`src/rtl/gf8_pkg.sv`:
```
// Shared types and constants for the GF(2^8) Itoh-Tsujii inversion controller.
// Holds the FSM state enum, the hard-wired addition-chain tables for M=8,
// the default reduction polynomial and a 4-bit carry-less multiply helper.
package gf8_pkg;

  localparam int unsigned GF_W      = 8;
  localparam int unsigned PROD_W    = 2 * GF_W - 1;
  localparam int unsigned SQ_W      = 2;
  localparam int unsigned STEP_W    = 3;
  localparam int unsigned CHAIN_LEN = 4;

  localparam logic [8:0] POLY_DEFAULT = 9'h11B;

  typedef enum logic [2:0] {
    IDLE,
    SQR,
    MUL,
    FSQ,
    DONE
  } state_e;

  // Chain 1-2-3-6-7: squarings before each multiply, and which multiplicand
  // (1 = saved intermediate b_sav, 0 = original operand a_r).
  localparam logic [SQ_W-1:0]      SQ_CNT [CHAIN_LEN] = '{2'd1, 2'd1, 2'd3, 2'd1};
  localparam logic [CHAIN_LEN-1:0] MUL_SEL            = 4'b0100;

  // Carry-less 4x4 multiply, 7-bit product.
  function automatic logic [6:0] clmul4(input logic [3:0] x, input logic [3:0] y);
    logic [6:0] r;
    r = '0;
    for (int i = 0; i < 4; i++) begin
      if (y[i]) r = r ^ (7'(x) << i);
    end
    return r;
  endfunction

endpackage

```
`src/rtl/itoh_tsujii_inv_ctrl_if.sv`:
```
// Handshake bundle for the inversion controller.
// Input side: in_valid/in_ready/a. Output side: out_valid/out_ready/c. busy status.
// slave = controller view, master = operand source / result consumer view.
interface itoh_tsujii_inv_ctrl_if;
  logic       in_valid;
  logic       in_ready;
  logic [7:0] a;
  logic       out_valid;
  logic       out_ready;
  logic [7:0] c;
  logic       busy;

  modport slave  (input  in_valid, a, out_ready,
                  output in_ready, out_valid, c, busy);
  modport master (output in_valid, a, out_ready,
                  input  in_ready, out_valid, c, busy);
endinterface

```
`src/rtl/gf8_mul.sv`:
```
// Combinational GF(2^8) multiplier: one-level Karatsuba carry-less product
// (15 bits) followed by reduction modulo POLY.
// Ports: x_i, y_i operands; p_o reduced product.
module gf8_mul
  import gf8_pkg::*;
#(
  parameter logic [8:0] POLY = POLY_DEFAULT
) (
  input  logic [GF_W-1:0] x_i,
  input  logic [GF_W-1:0] y_i,
  output logic [GF_W-1:0] p_o
);

  logic [6:0]        hi, lo, mid;
  logic [PROD_W-1:0] prod, red;

  always_comb begin
    hi   = clmul4(x_i[7:4], y_i[7:4]);
    lo   = clmul4(x_i[3:0], y_i[3:0]);
    // Karatsuba middle term: (xh+xl)(yh+yl) - hi - lo, all in GF(2)
    mid  = clmul4(x_i[7:4] ^ x_i[3:0], y_i[7:4] ^ y_i[3:0]) ^ hi ^ lo;
    prod = (PROD_W'(hi) << 8) ^ (PROD_W'(mid) << 4) ^ PROD_W'(lo);
    // Fold high bits down from the top, one polynomial shift per bit
    red  = prod;
    for (int i = PROD_W - 1; i >= GF_W; i--) begin
      if (red[i]) red = red ^ (PROD_W'(POLY) << (i - GF_W));
    end
    p_o  = red[GF_W-1:0];
  end

endmodule

```
`src/rtl/itoh_tsujii_inv_ctrl.sv`:
```
// GF(2^8) inverse controller: a^-1 = a^254 via Itoh-Tsujii chain 1-2-3-6-7
// then one final squaring, sharing a single multiplier one op per cycle.
// Ports: clk, rst (sync, active-high); bus (slave) carries in_valid/in_ready/a,
// out_valid/out_ready/c and busy.
module itoh_tsujii_inv_ctrl
  import gf8_pkg::*;
#(
  parameter logic [8:0]  POLY = POLY_DEFAULT,
  parameter int unsigned M    = GF_W
) (
  input  logic                  clk,
  input  logic                  rst,
  itoh_tsujii_inv_ctrl_if.slave bus
);

  state_e            state_q, state_d;
  logic [M-1:0]      a_r_q, a_r_d;
  logic [M-1:0]      t_q, t_d;
  logic [M-1:0]      b_sav_q, b_sav_d;
  logic [M-1:0]      c_q, c_d;
  logic [STEP_W-1:0] step_q, step_d;
  logic [SQ_W-1:0]   sq_cnt_q, sq_cnt_d;
  logic              out_valid_q, out_valid_d;
  logic              in_ready_q, in_ready_d;
  logic              busy_q, busy_d;

  logic [M-1:0]      mul_y, mul_p;
  logic [STEP_W-1:0] step_nxt;

  gf8_mul #(.POLY(POLY)) u_mul (
    .x_i (t_q),
    .y_i (mul_y),
    .p_o (mul_p)
  );

  // State register
  always_ff @(posedge clk) begin
    if (rst) begin
      state_q     <= IDLE;
      a_r_q       <= '0;
      t_q         <= '0;
      b_sav_q     <= '0;
      c_q         <= '0;
      step_q      <= '0;
      sq_cnt_q    <= '0;
      out_valid_q <= 1'b0;
      in_ready_q  <= 1'b0;
      busy_q      <= 1'b0;
    end else begin
      state_q     <= state_d;
      a_r_q       <= a_r_d;
      t_q         <= t_d;
      b_sav_q     <= b_sav_d;
      c_q         <= c_d;
      step_q      <= step_d;
      sq_cnt_q    <= sq_cnt_d;
      out_valid_q <= out_valid_d;
      in_ready_q  <= in_ready_d;
      busy_q      <= busy_d;
    end
  end

  // Next-state, datapath mux and registered-output next values
  always_comb begin
    state_d     = state_q;
    a_r_d       = a_r_q;
    t_d         = t_q;
    b_sav_d     = b_sav_q;
    c_d         = c_q;
    step_d      = step_q;
    sq_cnt_d    = sq_cnt_q;
    out_valid_d = out_valid_q;
    step_nxt    = step_q + STEP_W'(1);
    mul_y       = t_q;

    if (state_q == MUL) begin
      mul_y = MUL_SEL[step_q[1:0]] ? b_sav_q : a_r_q;
    end

    unique case (state_q)
      IDLE: begin
        if (bus.in_valid && in_ready_q) begin
          a_r_d    = bus.a;
          t_d      = bus.a;
          b_sav_d  = bus.a;
          step_d   = '0;
          sq_cnt_d = SQ_CNT[0];
          state_d  = SQR;
        end
      end
      SQR: begin
        t_d      = mul_p;
        sq_cnt_d = sq_cnt_q - SQ_W'(1);
        if (sq_cnt_q == SQ_W'(1)) state_d = MUL;
      end
      MUL: begin
        t_d = mul_p;
        // Last chain entry done: t holds a^127, only the final square remains
        if (step_nxt == STEP_W'(CHAIN_LEN)) begin
          state_d = FSQ;
        end else begin
          step_d   = step_nxt;
          sq_cnt_d = SQ_CNT[step_nxt[1:0]];
          b_sav_d  = mul_p;
          state_d  = SQR;
        end
      end
      FSQ: begin
        c_d         = mul_p;
        out_valid_d = 1'b1;
        state_d     = DONE;
      end
      DONE: begin
        if (bus.out_ready) begin
          out_valid_d = 1'b0;
          state_d     = IDLE;
        end
      end
      default: state_d = IDLE;
    endcase

    in_ready_d = (state_d == IDLE);
    busy_d     = (state_d != IDLE);
  end

  assign bus.in_ready  = in_ready_q;
  assign bus.out_valid = out_valid_q;
  assign bus.c         = c_q;
  assign bus.busy      = busy_q;

endmodule

```
`src/flat_wrapper.sv`:
```
// flat-port wrapper written by rule: the top's interface ports become plain ports
module itoh_tsujii_inv_ctrl_flat import gf8_pkg::*;
#(
  parameter logic [8:0]  POLY = POLY_DEFAULT,
  parameter int unsigned M    = GF_W
)
  (clk, rst, bus_in_valid, bus_a, bus_out_ready, bus_in_ready, bus_out_valid, bus_c, bus_busy);
  itoh_tsujii_inv_ctrl_if bus_i ();
  input  logic clk;
  input  logic rst;
  input wire logic [$bits(bus_i.in_valid)-1:0] bus_in_valid;
  input wire logic [$bits(bus_i.a)-1:0] bus_a;
  input wire logic [$bits(bus_i.out_ready)-1:0] bus_out_ready;
  output wire logic [$bits(bus_i.in_ready)-1:0] bus_in_ready;
  output wire logic [$bits(bus_i.out_valid)-1:0] bus_out_valid;
  output wire logic [$bits(bus_i.c)-1:0] bus_c;
  output wire logic [$bits(bus_i.busy)-1:0] bus_busy;
  assign bus_i.in_valid = bus_in_valid;
  assign bus_i.a = bus_a;
  assign bus_i.out_ready = bus_out_ready;
  assign bus_in_ready = bus_i.in_ready;
  assign bus_out_valid = bus_i.out_valid;
  assign bus_c = bus_i.c;
  assign bus_busy = bus_i.busy;
  itoh_tsujii_inv_ctrl #(.POLY(POLY), .M(M)) u_core (.clk(clk), .rst(rst), .bus(bus_i));
endmodule
```
`config.mk`:
```
export PLATFORM = sky130hd
export DESIGN_NAME = itoh_tsujii_inv_ctrl_flat
export DESIGN_NICKNAME = d
export VERILOG_FILES = /design/src/rtl/gf8_pkg.sv /design/src/rtl/itoh_tsujii_inv_ctrl_if.sv /design/src/rtl/gf8_mul.sv /design/src/rtl/itoh_tsujii_inv_ctrl.sv /design/src/flat_wrapper.sv
export SDC_FILE = /design/constraint.sdc
export NUM_CORES = 1
export LEC_CHECK = 0
export ABC_CLOCK_PERIOD_IN_PS = 3610
export BUFFER_PORTS_ARGS = -buffer_cell sky130_fd_sc_hd__clkbuf_2
export CAP_MARGIN = 20
export CORE_UTILIZATION = 35
export DETAILED_ROUTE_END_ITERATION = 10
export GPL_TIMING_DRIVEN = 0
export SLEW_MARGIN = 10
export SYNTH_ARGS = -nofsm -noshare
export SYNTH_HDL_FRONTEND = slang
export SYNTH_SLANG_ARGS = --single-unit
```
`constraint.sdc`:
```
create_clock -name clk -period 3.61 [get_ports clk]
set_input_delay 0.1805 -clock clk [delete_from_list [all_inputs] [get_ports clk]]
set_output_delay 0.1805 -clock clk [all_outputs]
set_load 0.02 [all_outputs]
```
After elaboration in Yosys (flattened, before gate mapping). Index checks and enable logic that the tools add are counted.

Output and inout bits: 11. Register bits: 43. Input bits: 12.

Equal/unequal tests: 9. Reductions and logical operators: 14. Mux-type cells: 43. Order comparisons: 2. Add/subtract/negate cells: 2. Bitwise operators: 23.

Operators by type and width (count): $mux W7 (10); $mux W8 (5); $xor A7 B7 Y7 (5); $pmux W8 S2 (2); $not A4 Y4 (7); $xor A7 B6 Y7 (3); $mux W3 (5); $pmux W3 S5 (1); $xor A15 B11 Y15 (1); $xor A15 B7 Y15 (1); $mux W4 (3); $mux W11 (1); $mux W10 (1); $mux W2 (5); $xor A4 B5 Y5 (2); $mux W9 (1); $xor A4 B4 Y4 (2); $xor A7 B5 Y7 (1); $eq A3 B2 Y1 const B (2); $eq A3 B3 Y1 const B (2); $logic_not A3 Y1 (2); $mux W6 (1); $pmux W2 S3 (1); $pmux W3 S2 (1); 20 further kinds (28).

Logic depth before layout (Yosys ltp). Gate-level depths: netlist of the first run.

Word-level depth: 32. Gate-level depth with buffers: 13. Mapped depth without buffers: 10.

Hierarchy. A second synthesis of the first run with hierarchy kept.

Cell total of the unflattened synthesis: 376. Area, all modules: 3316.9 um^2.

By module, submodules not included: itoh_tsujii_inv_ctrl (times used 1, seq. area each 860.8 um^2, area an instance 2240.9 um^2, cells each 247); gf8_mul (times used 1, seq. area each 0.0 um^2, area an instance 1076.0 um^2, cells each 129).

Worst setup path before layout of the first run. No wires, ideal clock.

Path kind: register to register. From: register u_core.step_q[0]. To: register u_core.b_sav_q[4]. Setup slack: 0.525 ns. Clock period less this slack: 3.085 ns. Cell stages (with the launch flop): 14. Data arrival time: 2.990 ns. Path buffers: 3. Library setup time: 0.095 ns. Cell sequence: dfxtp_1 inv_1 ha_1 buf_4 buf_6 mux2_4 buf_2 a211oi_2 nor3_1 a211oi_1 xnor2_1 xnor3_1 xor2_1 a221oi_1.

Cells in the longest elaborated chain, start to end: 29. Elaborated cells between the ends (all ways): 49. Classes of those cells: add/sub (1); eq/ne (2); mux (25); bitwise (20); reduce/logical (1).

RTL lines: start, declared (RTL line itoh_tsujii_inv_ctrl.sv:21) `logic [STEP_W-1:0] step_q, step_d;`; start signal, assigned (RTL line itoh_tsujii_inv_ctrl.sv:55) `step_q <= step_d;`; $bmux W1 S2 (RTL line itoh_tsujii_inv_ctrl.sv:77) `mul_y = MUL_SEL[step_q[1:0]] ? b_sav_q : a_r_q;`; $mux W1 (implied by the code) (RTL line itoh_tsujii_inv_ctrl.sv:77); $mux W8 (RTL line itoh_tsujii_inv_ctrl.sv:77); $mux W8 (RTL line itoh_tsujii_inv_ctrl.sv:76) `if (state_q == MUL) begin`; $xor A4 B4 Y4 (RTL line gf8_mul.sv:21) `mid = clmul4(x_i[7:4] ^ x_i[3:0], y_i[7:4] ^ y_i[3:0]) ^ hi ^ lo;`; $mux W4 (RTL line gf8_pkg.sv:32) `if (y[i]) r = r ^ (7'(x) << i);`; $xor A4 B5 Y5 (RTL line gf8_pkg.sv:32); $mux W7 (RTL line gf8_pkg.sv:32); [... 13 more ...]; $mux W8 (RTL line gf8_mul.sv:26) `if (red[i]) red = red ^ (PROD_W'(POLY) << (i - GF_W));`; $mux W7 (RTL line gf8_mul.sv:26); $not A4 Y4 (no line); $mux W6 (RTL line gf8_mul.sv:26); $not A4 Y4 (no line); $mux W5 (RTL line gf8_mul.sv:26); $mux W8 (RTL line itoh_tsujii_inv_ctrl.sv:99) `if (step_nxt == STEP_W'(CHAIN_LEN)) begin`; $pmux W8 S2 (RTL line itoh_tsujii_inv_ctrl.sv:80) `unique case (state_q)`; end signal, assigned (RTL line itoh_tsujii_inv_ctrl.sv:53) `b_sav_q <= b_sav_d;`; end, declared (RTL line itoh_tsujii_inv_ctrl.sv:19) `logic [M-1:0] b_sav_q, b_sav_d;`.

Several ways; a longest one is shown, not always the timed one. The select of a mux whose other input is x is not followed. A chain may end at the register's enable or synchronous reset.

Final worst setup path of the first run.
From: register u_core.step_q[1]. To: register u_core.b_sav_q[4].

The elaborated chain is that of the path after synthesis.

==> results of run 1 <==
kinds of logic after synthesis:
kind of cell    after synthesis  share of synthesized area [%]
compound gates              147                          28.44
flops                        43                          25.05
xor+xnor                     47                          15.88
simple gates                123                          16.57
mux                          18                          5.900
buf+inv                      49                          6.336
fa+ha+maj                     5                          1.821
final cells by class:
type                    count  share of cell area [%]
plain buffers              35                   4.180
inverters                  14                   1.320
multi-input cells         340                   62.51
clock inverters             2                  0.8799
flip-flops and latches     43                   21.65
well taps                 129                   4.054
clock buffers               6                   2.074
repair buffers             25                   3.331
worst max-delay path: stages (launching register included):
cell and delay [ns]:
dfxtp_1 0.40, ha_1 0.17, buf_4 0.20, mux2_2 0.45
a211oi_1 0.36, a211oi_1 0.12, o21ai_2 0.22, xnor3_2 0.53
xnor3_1 0.41, xor2_1 0.16, buf_4 0.16, a221oi_1 0.26
placed cells by master (no fill, tap or decap), types with 3 or more instances in the layout:
cell type and n:
a21oi_1 43, dfxtp_1 42, nand2_1 41, nor2_1 35, clkbuf_1 23, clkbuf_2 23
o21ai_0 19, a211oi_1 18, xnor2_1 17, inv_1 14, xor2_1 13, nor3_1 12
o22ai_1 11, a22oi_1 8, mux2_2 8, nand3_1 8, a221oi_1 7, a31oi_1 7
buf_4 6, buf_2 6, o211ai_1 6, xnor2_2 6, xnor3_1 6, clkbuf_8 6
mux2i_1 5, ha_1 5, nand2b_1 4, a211o_1 3, mux2i_4 3, nand4_1 3
and3_1 3, o211a_1 3, a211oi_2 3, nor4_1 3
metrics by stage:
stage | hold WS, ns | worst slack, ns | instance area, µm² | setup TNS [ns]
2_1_floorplan | 0.3324 | 0.5251 | 3436 | 0
3_3_place_gp | 0.4434 | -0.09952 | 3707 | -0.6184
3_5_place_dp | 0.4516 | -0.1447 | 3707 | -0.8035
4_1_cts | 0.1361 | 0.02561 | 3865 | 0
5_1_grt | 0.1607 | 0.0002629 | 3981 | 0
6_report | 0.1446 | 0.07413 | 3981 | 0
cell usage after synthesis, types with 3 or more instances:
library cell / count / area (µm²)
inv_1: 14 / 52.55
a221oi_1: 7 / 61.31
mux2_2: 8 / 90.09
nand4_1: 3 / 18.77
a31oi_1: 7 / 43.79
nor2_1: 35 / 131.4
nand2b_1: 4 / 25.02
xnor2_1: 23 / 201.4
ha_1: 5 / 62.56
clkbuf_1: 23 / 86.33
nor3_1: 12 / 60.06
xor2_1: 14 / 122.6
nand2_1: 41 / 153.9
a22oi_1: 8 / 60.06
a211oi_1: 20 / 150.1
and3_1: 3 / 18.77
o21ai_0: 19 / 95.09
xnor3_1: 8 / 180.2
a21oi_1: 43 / 215.2
o211ai_1: 6 / 45.04
a211o_1: 3 / 26.28
o211a_1: 3 / 30.03
o22ai_1: 11 / 68.82
dfxtp_1: 43 / 860.8
nor4_1: 3 / 18.77
buf_4: 3 / 22.52
mux2i_1: 7 / 70.07
buf_2: 6 / 30.03
nand3_1: 8 / 40.04
a311oi_1: 3 / 26.28
state kept, by name (all words and copies together) (netlist names):
| register | flops |
|---|---|
| u_core.state_q | 3 |
| u_core.sq_cnt_q | 2 |
| u_core.a_r_q | 8 |
| u_core.b_sav_q | 8 |
| u_core.bus.in_ready | 1 |
| u_core.bus.busy | 1 |
| u_core.bus.c | 8 |
| u_core.step_q | 3 |
| u_core.bus.out_valid | 1 |
| u_core.t_q | 8 |
metal layers:
layer	GRT usage [%]	routed length [µm]	vias to the layer above	share of wire, %
li1	-	-	1644	-
met1	29.77	4872	1639	45
met2	35.22	5066	170	46
met3	2.219	722	30	6.6
met4	9.030	271	0	2.5
met5	0	0	-	0
how the worst min path moves through the flow:
stage                               start               to  slack, ns
after floorplan                  bus_a[0]  u_core.a_r_q[0]       0.33
after global placement    u_core.a_r_q[0]  u_core.a_r_q[0]       0.44
after detailed placement  u_core.a_r_q[0]  u_core.a_r_q[0]       0.45
after CTS                        bus_a[2]  u_core.a_r_q[2]       0.14
after global routing             bus_a[6]  u_core.a_r_q[6]       0.16
final                            bus_a[2]  u_core.a_r_q[2]       0.14
power groups by stage:
stage / clock network (mW) / logic [mW] / registers [mW]
after global routing: 0.418 / 2.21 / 0.586
after CTS: 0.401 / 1.83 / 0.577
after global placement: 0 / 1.79 / 0.585
after detailed placement: 0 / 1.78 / 0.587
after floorplan: 0 / 1.27 / 0.581
final: 0.398 / 2.12 / 0.580
what timing repair did:
item	in CTS	in global routing
gates resized for setup	6	18
buffers inserted	0	3
setup endpoints to repair	10	15
pin swaps	0	8
==> summary.md, run 1 <==
| Metric | Value |
|---|---|
| Ys async rst share | `0%` |
| Tot Pwr | `between 3 and 4 mW` |
| Clock Path Buffers | `2` |
| Root Driver | `clkbuf_8` |
| Fill count | `between 900 and 1000` |
| Power per Cell Area | `779.0 nW/µm²` |
| Area of the mapped netlist | `~3400 µm²` |
| HP Class | `in -> reg` |
| Fmax | `about 280 MHz` |
| Clock skew | `~0.0037 ns` |
| Largest net degree at the start of global routing | `14` |
| CTS tree | `built` |
| Die extent in x | `about 100 µm` |
| Share of layout cells above drive strength 1 | `between 10% and 20%` |
| Warning count from the yosys run | `0` |
| Maximum vdd drop | `0.0003786 V` |
| Initial antenna violation count | `0` |
| Crit path required time | `~3.8 ns` |
| Prevailing post-synth register cell | `dfxtp_1` |
| Drt pass-1 iters | `5` |
| Mapped Cells | `approximately 430` |
| Crit path max fanout | `8` |
| Num CTS Buffers | `5` |
| Post-synth EDFFs | `0` |
| CORE AREA | `about 9400 µm²` |
| Vias in the first global route | `about 3200` |
| CP Launch Point | `u_core.step_q[1]` |
| Vias per Instance | `about 5.9` |
| CP Launch Type | `flip-flop` |
| Die area | `just over 10000 µm²` |
| H-Tree Depth | `2` |
| Setup violators final | `0` |
| #FFs+latches synth | `43` |
| Grt ovf | `0` |
| Switch Pwr | `around 1.5 mW` |
| Max-Cap Viols | `0` |
| Row Count | `35` |
| Post-synth cell types | `60` |
| Max_slew headroom | `slightly below 50%` |
| Starting Density | `between 30% and 40%` |
| Area growth syn-to-layout | `15.88%` |
| Syn nets | `449` |
| Pleak | `~1.5 nW` |
| Routed Antenna Nets | `0` |
| Inserted Diodes | `0` |
| Unrepaired setup endpoints after global routing | `no` |
| Fin crit period | `3.536 ns` |
| Internal Power | `about 1.6 mW` |
| Final GP Congestion | `0.9277` |
| Non-Filler Instances | `roughly 590` |
| Worst Setup EP | `u_core.b_sav_q[4]` |
| Seq pwr share | `a little under a fifth` |
| Multi-input combinational cell area | `~2500 µm²` |
| FF+latch area | `~860 µm²` |
| Via count | `3483` |
| DRT iter0 DRCs | `~310` |
| # DRC | `0` |
| Wirelength, routed | `around 11000 µm` |
| Dpl hpwl | `approximately 8000 µm` |
| Worst hold stages | `3` |
| GRT Util Overall | `a little over a fifth` |
| Port bufs | `22` |
| Worst reg2reg path depth | `11` |
| # IOs | `23` |
| Sw Ratio | `a little under half` |
| Syn Area/Cell | `about 8.0 µm²` |
| Inst Count DP | `583` |
| Clk pwr share | `between 10 and 15%` |
| Status | `finished, final reports clean` |
| Hold_buf cts | `0` |
| Final period util | `between 90% and 100%` |
| R2R Setup Slk | `0.07 ns` |
| WL/cell | `about 18 µm` |
| Worst Path Arrival | `between 3 and 4 ns` |
| First-pass GRT wire length | `about 17000 µm` |
| Slew Viols, Final | `0` |
| Nature of the critical path endpoint | `flip-flop` |
| Clock transition at path regs | `0.09 ns` |
| Final Hold Vio Count | `0` |
| R2R Path End | `u_core.b_sav_q[4]` |
| Layout Utilization | `a little over two fifths` |
| Slew @ Worst Pin | `roughly 0.76 ns` |
| Die Span Y | `101.1 µm` |
| Seq/Total Area, Yosys | `25.05%` |
| # nets final | `481` |
| Worst r2r src | `u_core.step_q[1]` |
| Clk_lat worst skew | `approximately 0.30 ns` |
| Logic pwr share | `between 60% and 70%` |
| Critical path class | `reg -> reg` |
| Clock sinks | `43` |
Power figures use the tool's default switching activity.
==> run 2, diff against run 1 <==
Settings changed: CORE_MARGIN from default to 4, GPL_TIMING_DRIVEN 0 to 1.
==> run 2 against run 1 <==
Register-to-register slack improved by 0.06 ns. Cell area down 3.0%. Count of clock-buffer cells in the layout unchanged. Critical path depth is 1 lower. Global-route usage is 3.7 points lower. Sequential cell count is the same. Setup slack improved by 0.057 ns. Non-clock buffer count fell by 11. Critical endpoint unchanged. Largest cell class unchanged.
==> summary.md, run 2 (synthesized netlist as in run 1, its figures left out) <==
| Metric | Value |
|---|---|
| Most frequent cells in the layout | `43 x a21oi_1, 43 x dfxtp_1, 41 x nand2_1` |
| Power per Cell Area | `700.2 nW/µm²` |
| First-pass GRT wire length | `around 17000 µm` |
| Die Span Y | `around 110 µm` |
| Internal Power | `1.431 mW` |
| Inst Count DP | `between 500 and 600` |
| Final GP Congestion | `approximately 0.90` |
| Top delay family on crit path | `XOR/XNOR gates` |
| Crit path required time | `3.80 ns` |
| CTS tree | `built` |
| Logic pwr share | `approximately 65%` |
| DP Area | `~3800 µm²` |
| Worst Path Arrival | `3.67 ns` |
| Maximum vdd drop | `about 0.00043 V` |
| # DRC | `0` |
| Vias in the first global route | `between 3000 and 4000` |
| Max-Cap Viols | `0` |
| Slew @ Worst Pin | `around 0.87 ns` |
| GRT Util Overall | `approximately 18%` |
| Vias per Instance | `~5.7` |
| Row Count | `35` |
| Final Hold Vio Count | `0` |
| Starting Density | `around 36%` |
| Critical path class | `reg -> reg` |
| Initial antenna violation count | `0` |
| Nature of the critical path endpoint | `flip-flop` |
| Fin crit period | `around 3.5 ns` |
| Die area | `11470 µm²` |
| Tot Pwr | `2.703 mW` |
| Via count | `3330` |
| Drt pass-1 iters | `5` |
| HP Class | `in -> reg` |
| Switch Pwr | `approximately 1.3 mW` |
| Routed Antenna Nets | `0` |
| Num CTS Buffers | `5` |
| Root Driver | `clkbuf_8` |
| Dpl ws | `-0.05903 ns` |
| Status | `finished, final reports clean` |
| Inserted Diodes | `0` |
| Fmax | `287.5 MHz` |
| CP peak stage delay | `between 0.5 and 0.6 ns` |
| Worst path cell trace | `inv_1, ha_2, mux2_2, a211oi_1, a211oi_1, o21ai_2, xnor3_2, xnor3_1, xor2_1, a221oi_1` |
| Area growth syn-to-layout | `12.35%` |
| H-Tree Depth | `2` |
| CP Launch Type | `flip-flop` |
| Multi-input combinational cell area | `between 2000 and 2500 µm²` |
| Die extent in x | `between 100 and 150 µm` |
| Share of layout cells above drive strength 1 | `17.70%` |
| Grt ovf | `0` |
| Non-Filler Instances | `approximately 580` |
| CORE AREA | `around 9400 µm²` |
| Largest net degree at the start of global routing | `41` |
| Crit path max fanout | `9` |
| Pleak | `1.432 nW` |
| Clk pwr share | `10.4%` |
| Fin area | `between 3000 and 4000 µm²` |
| Unrepaired setup endpoints after global routing | `no` |
| Port bufs | `22` |
| Seq pwr share | `roughly a quarter` |
| Clock skew | `roughly 0.0014 ns` |
| # IOs | `23` |
| DRT iter0 DRCs | `254` |
| FF+latch area | `860.8 µm²` |
| Setup violators final | `0` |
| Clk_lat worst skew | `around 0.29 ns` |
| PnR worst setup slack | `~0.13 ns` |
| Hold_buf cts | `0` |
| # nets final | `470` |
| Slowest stage cell, crit path | `xnor3_2` |
| Dpl hpwl | `~7600 µm` |
| Fill count | `976` |
| Wirelength, routed | `~10000 µm` |
| Clock sinks | `43` |
| Sw Ratio | `a little under half` |
| Slew Viols, Final | `0` |
| Clock Path Buffers | `2` |
| Buf/Inv on CP | `1` |
| Max_slew headroom | `a little over two fifths` |
| WL/cell | `approximately 18 µm` |
| Most frequent CP cell | `a211oi_1` |
| Clock transition at path regs | `around 0.070 ns` |
| Final period util | `a little over nine tenths` |
==> run 2: cell types whose count changed in the layout (fill, tap and decap cells not counted), sizes merged <==
cell and delta:
buf +13, bufinv -1, clkbuf -24, clkinv -1
==> run 2: per-stage QoR <==
step           hold slack, ns  TNS, ns  utilization, %
5_1_grt                0.1652        0           41.00
4_1_cts                0.1506        0           40.76
6_report               0.1555        0           41.00
3_3_place_gp           0.4540        0           39.96
3_5_place_dp           0.4543  -0.1343           39.96
2_1_floorplan          0.3324        0               -
==> run 2: worst register-to-register path, stage by stage (launching register included) <==
cell and delay (ns):
dfxtp_1 0.36, inv_1 0.08, ha_2 0.33, mux2_2 0.44, a211oi_1 0.38, a211oi_1 0.10
o21ai_2 0.23, xnor3_2 0.55, xnor3_1 0.42, xor2_1 0.22, a221oi_1 0.29
==> run 2: power by group through the flow <==
stage / combinational (mW) / sequential [mW] / clock [mW]
6_report: 1.77 / 0.655 / 0.280
5_1_grt: 1.88 / 0.666 / 0.309
4_1_cts: 1.74 / 0.650 / 0.290
3_5_place_dp: 1.72 / 0.661 / 0
3_3_place_gp: 1.72 / 0.661 / 0
2_1_floorplan: 1.27 / 0.581 / 0
==> run 2: what timing repair did <==
action / in CTS / in global routing
pin swaps: 0 / 2
buffers inserted: 0 / 0
gates resized for setup: 1 / 6
endpoints found under the setup margin: 3 / 7
==> run 2: path summary, 6_finish.rpt <==
kind / startpoint / end / slack (ns) / cells after the start
max: u_core.step_q[0] / u_core.b_sav_q[4] / 0.13 / 10
min: bus_a[6] / u_core.a_r_q[6] / 0.16 / 3
max reg2reg: u_core.step_q[0] / u_core.b_sav_q[4] / 0.13 / 10
min reg2reg: u_core.a_r_q[0] / u_core.a_r_q[0] / 0.47 / 2
==> run 2: final cells by class <==
type,count,area share (%)
multi-input combinational,340,61.85
sequential,43,22.30
timing repair buffer,49,8.428
tap,129,4.182
clock buffer,6,1.880
inverter,14,1.361
==> run 2: routing by layer <==
layer / vias to the layer above / routed length (µm) / GRT usage (%)
li1: 1616 / - / -
met1: 1565 / 4622 / 23.96
met2: 122 / 4653 / 29.80
met3: 27 / 506 / 2.228
met4: 0 / 420 / 7.580
met5: - / 0 / 0
==> run 3, diff against run 2 <==
Settings changed: CTS_BUF_LIST from default to sky130_fd_sc_hd__clkbuf_4 sky130_fd_sc_hd__clkbuf_8 sky130_fd_sc_hd__clkbuf_16.
==> run 3 against run 2 <==
Routed wire length up 0.13%. Final cell count unchanged. Global-route usage unchanged. Clock skew about the same. Utilization about the same. Power up 0.36%. Critical endpoint unchanged. Largest cell class unchanged.
==> summary.md, run 3 (synthesized netlist as in run 1, its figures left out) <==
| Metric | Value |
|---|---|
| Root Driver | `clkbuf_8` |
| Clk_lat worst skew | `0.29 ns` |
| Vias in the first global route | `roughly 3200` |
| Critical path class | `reg -> reg` |
| Final GP Congestion | `~0.90` |
| CP Launch Type | `flip-flop` |
| Pleak | `roughly 1.4 nW` |
| Fmax | `between 200 and 300 MHz` |
| Unrepaired setup endpoints after global routing | `no` |
| Crit path required time | `between 3 and 4 ns` |
| Worst hold stages | `3` |
| CP Launch Point | `u_core.step_q[0]` |
| Maximum vdd drop | `0.0004338 V` |
| Max-Cap Viols | `0` |
| Drt pass-1 iters | `5` |
| Final period util | `96.30%` |
| Crit path max fanout | `9` |
| Largest net degree at the start of global routing | `between 40 and 50` |
| Die extent in x | `about 110 µm` |
| Clock transition at path regs | `approximately 0.07 ns` |
| Clock skew | `about 0.00093 ns` |
| Worst r2r src | `u_core.step_q[0]` |
| Layout Utilization | `roughly 41%` |
| Power per Cell Area | `roughly 700 nW/µm²` |
| Slew Viols, Final | `0` |
| Clock sinks | `43` |
| Routed met1 length | `about 4600 µm` |
| WL/cell | `roughly 18 µm` |
| Area growth syn-to-layout | `12.45%` |
| Worst Path Arrival | `3.66 ns` |
| R2R Setup Slk | `between 0.1 and 0.15 ns` |
| Row Count | `35` |
| Worst reg2reg path depth | `10` |
| Vias per Instance | `just under 6` |
| Die area | `11470 µm²` |
| Multi-input combinational cell area | `about 2400 µm²` |
| Dpl ws | `-0.05903 ns` |
| Met2 wire length | `approximately 4700 µm` |
| First-pass GRT wire length | `approximately 17000 µm` |
| Slew @ Worst Pin | `approximately 0.88 ns` |
| Fill count | `about 970` |
| Worst Setup EP | `u_core.b_sav_q[4]` |
| Wirelength, routed | `10220 µm` |
| PnR worst setup slack | `~0.13 ns` |
| Port bufs | `22` |
| Die Span Y | `~110 µm` |
| # IOs | `23` |
| Dpl hpwl | `7606 µm` |
| Fin crit period | `3.477 ns` |
| Most frequent cells in the layout | `43 x a21oi_1, 43 x dfxtp_1, 41 x nand2_1` |
| Nature of the critical path endpoint | `flip-flop` |
| Setup violators final | `0` |
| Highest metal used | `met4` |
| # DRC | `0` |
| Final Hold Vio Count | `0` |
| Via count | `3353` |
| CORE AREA | `9415 µm²` |
| GRT Util Overall | `a little under a fifth` |
| Num CTS Buffers | `5` |
| Status | `finished, final reports clean` |
| CTS tree | `built` |
| Grt ovf | `0` |
| R2R Path End | `u_core.b_sav_q[4]` |
| Max_slew headroom | `41.16%` |
| HP Class | `in -> reg` |
| Starting Density | `~36%` |
| WL met3 | `~530 µm` |
| H-Tree Depth | `2` |
| Initial antenna violation count | `0` |
| DRT iter0 DRCs | `254` |
| Clock Path Buffers | `2` |
| Inserted Diodes | `0` |
| FF+latch area | `860.8 µm²` |
| Routed Antenna Nets | `0` |
| Share of layout cells above drive strength 1 | `between 10% and 20%` |
| # nets final | `470` |
[run 3: where the power goes]
group / switching (mW) / total [mW] / internal [mW]
clock network: 0.152 / 0.289 / 0.137
logic: 1.00 / 1.77 / 0.764
registers: 0.118 / 0.656 / 0.538
[run 3: worst max-delay path: stages, from the launching register on]
cell and delay, ns:
dfxtp_1 0.36, inv_1 0.08, ha_2 0.33, mux2_2 0.44, a211oi_1 0.37, a211oi_1 0.10, o21ai_2 0.23, xnor3_2 0.55
xnor3_1 0.42, xor2_1 0.22, a221oi_1 0.29
[run 3: timing repair]
item,in CTS,in global routing
pin swaps,0,2
resized for setup,1,6
setup endpoints to repair,3,7
hold buffers,0,0
endpoints found under the hold margin,0,0
setup buffers,0,0
[run 3: how the worst min path moves through the flow]
stage / slack (ns) / from / endpoint
final: 0.15 / bus_a[6] / u_core.a_r_q[6]
after global routing: 0.17 / bus_a[3] / u_core.a_r_q[3]
after detailed placement: 0.45 / u_core.a_r_q[0] / u_core.a_r_q[0]
after CTS: 0.15 / bus_a[6] / u_core.a_r_q[6]
after floorplan: 0.33 / bus_a[0] / u_core.a_r_q[0]
after global placement: 0.45 / u_core.a_r_q[0] / u_core.a_r_q[0]
[run 3: layout make-up]
class / count / area share (%)
Clock buffer: 6 / 1.975
Timing Repair Buffer: 49 / 8.420
Sequential cell: 43 / 22.28
Inverter: 14 / 1.360
Multi-Input combinational cell: 340 / 61.79
Tap cell: 129 / 4.177
[run 3: per-stage QoR]
stage               power (mW)  setup TNS [ns]  cells  hold WS [ns]  cell area [µm²]
finish                   2.713               0    581        0.1543             3864
global route             2.866               0    581        0.1652             3864
CTS                      2.683               0    581        0.1506             3841
detailed placement       2.385         -0.1343    575        0.4543             3762
global placement         2.379               0    575        0.4540             3762
floorplan                1.853               0    432        0.3324             3436
[run 3: layer usage]
metal	GRT usage (%)	up-vias
li1	-	1616
met1	23.96	1578
met2	29.80	133
met3	2.228	26
met4	7.580	0
met5	0	-
